### src/rtl/seq_divider.sv
// Iterative restoring divider: one quotient bit per cycle, optional signed operation,
// start/busy/done handshake with held results and divide-by-zero / overflow flags.
module seq_divider #(
  parameter int N     = 16,
  parameter int CNT_W = $clog2(N+1)
) (
  input  logic         clk,
  input  logic         rst,
  input  logic         start,
  input  logic         i_signed,
  input  logic [N-1:0] dividend,
  input  logic [N-1:0] divisor,
  output logic         busy,
  output logic         done,
  output logic [N-1:0] quotient,
  output logic [N-1:0] remainder,
  output logic         div_zero,
  output logic         ovf
);

  // state  | meaning
  // IDLE   | waiting for start
  // CALC   | one shift/subtract iteration per cycle, N cycles
  // FIX    | sign correction, load result outputs
  // DONE   | done pulse for one cycle; start accepted here too
  typedef enum logic [1:0] {
    S_IDLE = 2'd0,
    S_CALC = 2'd1,
    S_FIX  = 2'd2,
    S_DONE = 2'd3
  } state_t;

  localparam logic [N-1:0] MOST_NEG = {1'b1, {(N-1){1'b0}}};

  state_t r_state;
  state_t w_next;

  logic [CNT_W-1:0] r_cnt;
  logic [N-1:0]     r_dvd_shift;
  logic [N-1:0]     r_dvs_mag;
  logic [N-1:0]     r_dvd_raw;
  logic [N-1:0]     r_rem;
  logic             r_q_neg;
  logic             r_r_neg;
  logic             r_dz;
  logic             r_ovf;

  logic             w_accept;
  logic             w_dvd_neg;
  logic             w_dvs_neg;
  logic [N-1:0]     w_dvd_mag;
  logic [N-1:0]     w_dvs_mag;
  logic [N:0]       w_shift;
  logic [N:0]       w_diff;
  logic [N-1:0]     w_q_fix;
  logic [N-1:0]     w_r_fix;

  assign w_accept  = start && ((r_state == S_IDLE) || (r_state == S_DONE));
  assign w_dvd_neg = i_signed && dividend[N-1];
  assign w_dvs_neg = i_signed && divisor[N-1];
  // Negating the most-negative value yields itself, which is the correct unsigned magnitude.
  assign w_dvd_mag = w_dvd_neg ? (-dividend) : dividend;
  assign w_dvs_mag = w_dvs_neg ? (-divisor) : divisor;

  // Remainder stays below the divisor, so N stored bits plus the shifted-in bit suffice.
  assign w_shift = {r_rem, r_dvd_shift[N-1]};
  assign w_diff  = w_shift - {1'b0, r_dvs_mag};

  assign w_q_fix = r_q_neg ? (-r_dvd_shift) : r_dvd_shift;
  assign w_r_fix = r_r_neg ? (-r_rem) : r_rem;

  always_ff @(posedge clk) begin
    if (rst) r_state <= S_IDLE;
    else     r_state <= w_next;
  end

  always_comb begin
    w_next = r_state;
    busy   = 1'b0;
    done   = 1'b0;
    case (r_state)
      S_IDLE, S_DONE: begin
        done = (r_state == S_DONE);
        if (start) w_next = (divisor == '0) ? S_FIX : S_CALC;
        else       w_next = S_IDLE;
      end
      S_CALC: begin
        busy = 1'b1;
        if (r_cnt == '0) w_next = S_FIX;
      end
      S_FIX: begin
        busy   = 1'b1;
        w_next = S_DONE;
      end
      default: w_next = S_IDLE;
    endcase
  end

  always_ff @(posedge clk) begin
    if (rst) begin
      r_cnt       <= '0;
      r_dvd_shift <= '0;
      r_dvs_mag   <= '0;
      r_dvd_raw   <= '0;
      r_rem       <= '0;
      r_q_neg     <= 1'b0;
      r_r_neg     <= 1'b0;
      r_dz        <= 1'b0;
      r_ovf       <= 1'b0;
      quotient    <= '0;
      remainder   <= '0;
      div_zero    <= 1'b0;
      ovf         <= 1'b0;
    end else if (w_accept) begin
      r_cnt       <= CNT_W'(N-1);
      r_dvd_shift <= w_dvd_mag;
      r_dvs_mag   <= w_dvs_mag;
      r_dvd_raw   <= dividend;
      r_rem       <= '0;
      r_q_neg     <= w_dvd_neg ^ w_dvs_neg;
      r_r_neg     <= w_dvd_neg;
      r_dz        <= (divisor == '0);
      r_ovf       <= i_signed && (dividend == MOST_NEG) && (divisor == '1);
      quotient    <= '0;
      remainder   <= '0;
      div_zero    <= 1'b0;
      ovf         <= 1'b0;
    end else if (r_state == S_CALC) begin
      if (r_cnt != '0) r_cnt <= r_cnt - CNT_W'(1);
      if (!w_diff[N]) begin
        r_rem       <= w_diff[N-1:0];
        r_dvd_shift <= {r_dvd_shift[N-2:0], 1'b1};
      end else begin
        r_rem       <= w_shift[N-1:0];
        r_dvd_shift <= {r_dvd_shift[N-2:0], 1'b0};
      end
    end else if (r_state == S_FIX) begin
      if (r_dz) begin
        quotient  <= '1;
        remainder <= r_dvd_raw;
        div_zero  <= 1'b1;
        ovf       <= 1'b0;
      end else begin
        quotient  <= w_q_fix;
        remainder <= w_r_fix;
        div_zero  <= 1'b0;
        ovf       <= r_ovf;
      end
    end
  end

endmodule

### config.mk
export PLATFORM = sky130hd
export DESIGN_NAME = seq_divider
export DESIGN_NICKNAME = d
export VERILOG_FILES = /design/src/rtl/seq_divider.sv
export SDC_FILE = /design/constraint.sdc
export NUM_CORES = 1
export LEC_CHECK = 0
export ABC_AREA = 1
export CAP_MARGIN = 20
export CORE_AREA = 2 2 118 120
export CTS_BUF_LIST = sky130_fd_sc_hd__clkbuf_4 sky130_fd_sc_hd__clkbuf_8
export DETAILED_ROUTE_END_ITERATION = 8
export DIE_AREA = 0 0 120 122
export GPL_ROUTABILITY_DRIVEN = 0
export PLACE_DENSITY_LB_ADDON = 0.08
export RECOVER_POWER = 25
export SYNTH_ARGS = -nofsm -noshare
export SYNTH_HDL_FRONTEND = slang
export SYNTH_SLANG_ARGS = --single-unit
### constraint.sdc
create_clock -name clk -period 1.9 [get_ports clk]
set_input_delay 0.285 -clock clk [delete_from_list [all_inputs] [get_ports clk]]
set_output_delay 0.285 -clock clk [all_outputs]
set_load 0.02 [all_outputs]
Word level (Yosys, flattened, before mapping)
Index checks and enable logic that the tools add are counted.

Register bits after elaboration: 109. Bits of input ports: 36. Logic and storage cells: 68.

$add $sub $neg: 6. Equality and inequality tests: 6. Mux-type cells: 21. Bitwise logic cells: 2. Reductions and logical operators: 18.

Operator list (count): 2-to-1 mux 16 bit (9); negation 16 bit (4); equality test 16 bit (second input constant) (2); subtractor 17 x 16 -> 17 bit (1); zero test 16 bit (1); 2-to-1 mux 4 bit (3); 2-to-1 mux 2 bit (3); one-hot mux 2 bit (3 select lines) (1); AND reduction 2 bit (3); OR reduction 2 bit (3); logical AND 1 bit (5); zero test 5 bit (1); 2-to-1 mux 1 bit (5); nonzero test 5 bit (1); subtractor 5 x 1 -> 5 bit (second input constant) (1); equality test 2 bit (second input constant) (2); nonzero test 2 bit (2); equality test 2 x 1 -> 1 bit (second input constant) (1); zero test 2 bit (1); != test 2 bit (second input constant) (1); logical OR 1 bit (1); inverter 1 bit (1); bitwise XOR 1 bit (1).

Depth between registers and ports, before layout
Word-level depth: 5. Depth in mapped cells: 16. Mapped depth without buffers: 16.

Worst setup path before layout
OpenSTA, ideal clock, no wires.

Path kind: reg-to-reg. Start: reg r_dvd_shift[15]. End: reg r_rem[10]. Library setup time: 0.120 ns. Arrival: 1.939 ns. Required time: 1.780 ns. Setup slack: -0.160 ns. Stages on the path, launching flop included: 17. Buffers on the path: 1. Cells stage by stage: dfxtp_1 -> inv_1 -> ha_1 -> fa_1 -> inv_1 -> nand2_1 -> nand2_1 -> nand3_2 -> nand2_4 -> nand2_4 -> nand2_4 -> nand2_8 -> nand2_8 -> buf_12 -> nand2_2 -> nand3_2 -> a21oi_2.

Cells in the longest elaborated chain, start to end: 2.

RTL lines: start, declared (line 39) `logic [N-1:0] r_dvd_shift;`; start signal, assigned (line 116) `r_dvd_shift <= w_dvd_mag;`; start signal, assigned (line 132) `r_dvd_shift <= {r_dvd_shift[N-2:0], 1'b1};`; start signal, assigned (line 135) `r_dvd_shift <= {r_dvd_shift[N-2:0], 1'b0};`; subtractor 17 x 16 -> 17 bit (line 67) `assign w_diff = w_shift - {1'b0, r_dvs_mag};`; 2-to-1 mux 16 bit (line 130) `if (!w_diff[N]) begin`; end signal, assigned (line 131) `r_rem <= w_diff[N-1:0];`; end signal, assigned (line 134) `r_rem <= w_shift[N-1:0];`; end, declared (line 42) `logic [N-1:0] r_rem;`.

Every way passes these cells. A chain may end at the register's enable or synchronous reset.

Worst setup path after layout
Start: reg r_dvd_shift[15]. End: reg r_rem[6].

Same word-level chain as after synthesis.

==> impl_metrics.env <==
export IMPL_min_period_ps=2130
export IMPL_pin_count=72
export IMPL_io_buffer_count=71
export IMPL_cp_data_arrival_time_ps=2460
export IMPL_p_int_uw=7650
export IMPL_vias_per_cell=5.31
export IMPL_grt_pass1_wl_mm=31.6
export IMPL_p_clk_frac=0.097
export IMPL_drv_cap=0
export IMPL_grt_pass1_vias=6447
export IMPL_finalWirelength_mm=20.2
export IMPL_maxUsedRoutingLayer="met4"
export IMPL_antenna_found_initial=0
export IMPL_fin_util=0.672
export IMPL_clk_pin_slew_ps=110
export IMPL_avgRoutedWirePerCell_microns=14.4
export IMPL_synth_top_area_frac=0.309
export IMPL_crit_path_start_kind="register"
export IMPL_syn_area_per_cell_sq_um=6.61
export IMPL_drtIter0Drc=643
export IMPL_syn_nets=1132
export IMPL_yosysWarningCount=0
export IMPL_cpPeakStageDelay_ps=370
export IMPL_cts_sinks=109
export IMPL_crit_path_max_fanout=8
export IMPL_setup_violations_final=23
export IMPL_switching_share=0.497
export IMPL_diodes=0
export IMPL_syn_area_sq_mm=0.00707
export IMPL_synth_cell_types=52
export IMPL_violations="setup timing"
export IMPL_cts_tree="built"
export IMPL_syn_to_final_growth_pct=28.3
export IMPL_yosys_most_used_dff="dfxtp_1"
export IMPL_grt_usage=0.269
export IMPL_wl_met2_mm=9.09
export IMPL_dr_total_vias=7460
export IMPL_drive_above_1_share=0.182
export IMPL_clk_latency_ps=400
export IMPL_initial_core_util=0.524
export IMPL_gr_total_overflow=0
export IMPL_place_hpwl_mm=15.3
export IMPL_p_comb_frac=0.687
export IMPL_nets=1282
export IMPL_max_freq_mhz=469
export IMPL_power_switching_uw=7550
export IMPL_critPathKind="reg -> reg"
export IMPL_netlist_instances=1070
export IMPL_ir_worst_vdd_mv=1.05
export IMPL_cp_end_kind="register"
export IMPL_cts_buffers=9
export IMPL_cts_htree_levels=3
export IMPL_ys_ff_latch=109
export IMPL_die_y_microns=122
export IMPL_fillers=1229
export IMPL_ant_nets=0
export IMPL_synthTopCellsByArea="dfxtp_1, nand2_1, inv_1"
export IMPL_drt_met1_wl_mm=9.90
export IMPL_die_w_microns=120
export IMPL_fin_setup_tns_ps=-3260
export IMPL_p_seq_frac=0.216
export IMPL_die_area_sq_mm=0.0146
export IMPL_crit_chain="inv_4, ha_4, fa_2, inv_2, nand2_2, nand2_2, nand3_2, nand2_4, nand2_4, nand3_4, nand2_8, buf_12, nand2_2, nand3_2, a21oi_2"
export IMPL_ys_async_sr_fraction=0
export IMPL_final_max_slew_viol_count=0
export IMPL_status="finished with violations"
export IMPL_required_ps=2220
export IMPL_static_leakage_power_uw=0.00412
export IMPL_ys_seq_area_frac=0.309
export IMPL_cts_root_buffer="clkbuf_8"
export IMPL_grt_start_max_net_pins=36
export IMPL_synth_top_area_cell="dfxtp_1"
export IMPL_cts_path_max_buffers=2
export IMPL_min_path_type="reg -> reg"
export IMPL_rsz0062_at_grt="true"
export IMPL_critPathBufInv=3
export IMPL_critPathSlowestCell="dfxtp_2"
export IMPL_fin_worst_skew_ps=16.6
export IMPL_crit_top_cell="nand2_2"
export IMPL_row_count=43
export IMPL_ys_top_cells_by_count="nand2_1, inv_1, dfxtp_1"
export IMPL_dr_pass1_iters=5
export IMPL_synthMostInstantiatedCell="nand2_1"
export IMPL_wl_met3_mm=1.01
export IMPL_synth_edf_count=0
export IMPL_period_share=1.12
export IMPL_hold_viol=0
export IMPL_critPathTopFamily="simple AND/OR/NAND/NOR gates"
export IMPL_maxSlewHeadroom=0.692
export IMPL_worst_pin_slew_ps=461
export IMPL_drc=0
export IMPL_fin_ws_ps=-232
export IMPL_powerDensity_mw_per_mm2=1680
export IMPL_core_area_sq_mm=0.0135
==> worst min-delay path, stage by stage (launching register included) <==
cell and delay [ps]:
dfxtp_1 330, nand3_1 70, inv_1 30
==> through the flow <==
step | area, sq um | setup slack [ps] | total power (uW) | hold slack [ps] | cells
finish | 9070 | -232 | 15200 | 465 | 1405
global route | 9070 | -320 | 16400 | 483 | 1405
CTS | 8820 | -142 | 13900 | 465 | 1393
detailed placement | 8600 | -335 | 12300 | 441 | 1376
global placement | 8600 | -290 | 12200 | 438 | 1376
floorplan | 7090 | 4.14 | 9870 | 419 | 1070
==> final cells by class <==
class                      count  area, sq um  area share
clock buffer                  11          151      0.0167
clock inverter                 5         52.6     0.00579
inverter                     171          644      0.0710
multi-input combinational    750         4230       0.467
sequential                   109         2180       0.241
tap                          180          225      0.0248
timing repair buffer         179         1580       0.174
==> what timing repair did <==
| item | in CTS | in global routing |
|---|---|---|
| pin swaps | 1 | 11 |
| buffers inserted | 1 | 10 |
| gates resized for setup | 6 | 36 |
| hold buffers | 0 | 0 |
| setup endpoints to repair | 19 | 32 |
| gates cloned | 0 | 2 |
==> power groups by stage <==
stage / clock network [uW] / logic, uW / registers (uW)
after floorplan: 0 / 6530 / 3340
after global placement: 0 / 8940 / 3290
after detailed placement: 0 / 9040 / 3310
after CTS: 1490 / 9170 / 3260
after global routing: 1570 / 11500 / 3350
final: 1470 / 10400 / 3290
==> worst paths after layout <==
check | from | endpoint | slack [ps] | cells past startpoint
max | r_dvd_shift[15] | r_rem[6] | -230 | 15
max reg2reg | r_dvd_shift[15] | r_rem[6] | -230 | 15
min reg2reg | r_cnt[4] | r_cnt[4] | 460 | 2
min | r_cnt[4] | r_cnt[4] | 460 | 2
==> registers in the layout (all words and copies together), names as in the netlist <==
signal,cells
div_zero,1
ovf,1
quotient,16
r_cnt,5
r_dvd_raw,16
r_dvd_shift,16
r_dvs_mag,16
r_dz,1
r_ovf,1
r_q_neg,1
r_r_neg,1
r_rem,16
r_state,2
remainder,16
==> cell usage in the layout (no fill, tap or decap), types with 16 or more instances in the layout <==
cell             instances
nand2_1                228
inv_1                  160
dfxtp_1                108
buf_4                   99
nand3_1                 86
o21ai_0                 85
nor2_1                  82
clkdlybuf4s50_1         63
a21oi_1                 37
a31oi_1                 29
nand3_2                 22
ha_1                    20
nand2_2                 19
o22ai_1                 16
==> cells by family (layout without fill, tap and decap cells) <==
family | Yosys count | count (layout) | share of synthesized area
AND/OR/NAND/NOR | 501 | 502 | 0.331
buffers and inverters | 212 | 366 | 0.123
AO/OA/AOI/OAI | 206 | 206 | 0.170
flip-flops | 109 | 109 | 0.309
adder cells (fa/ha/maj) | 26 | 26 | 0.0471
XOR/XNOR | 16 | 16 | 0.0198
==> metal layers <==
| metal | global-route usage | vias to the layer above |
|---|---|---|
| li1 | - | 3803 |
| met1 | 0.401 | 3463 |
| met2 | 0.419 | 177 |
| met3 | 0.0257 | 17 |
| met4 | 0.0596 | 0 |
| met5 | 0 | - |
No activity file was read; power rests on OpenSTA's default activity.
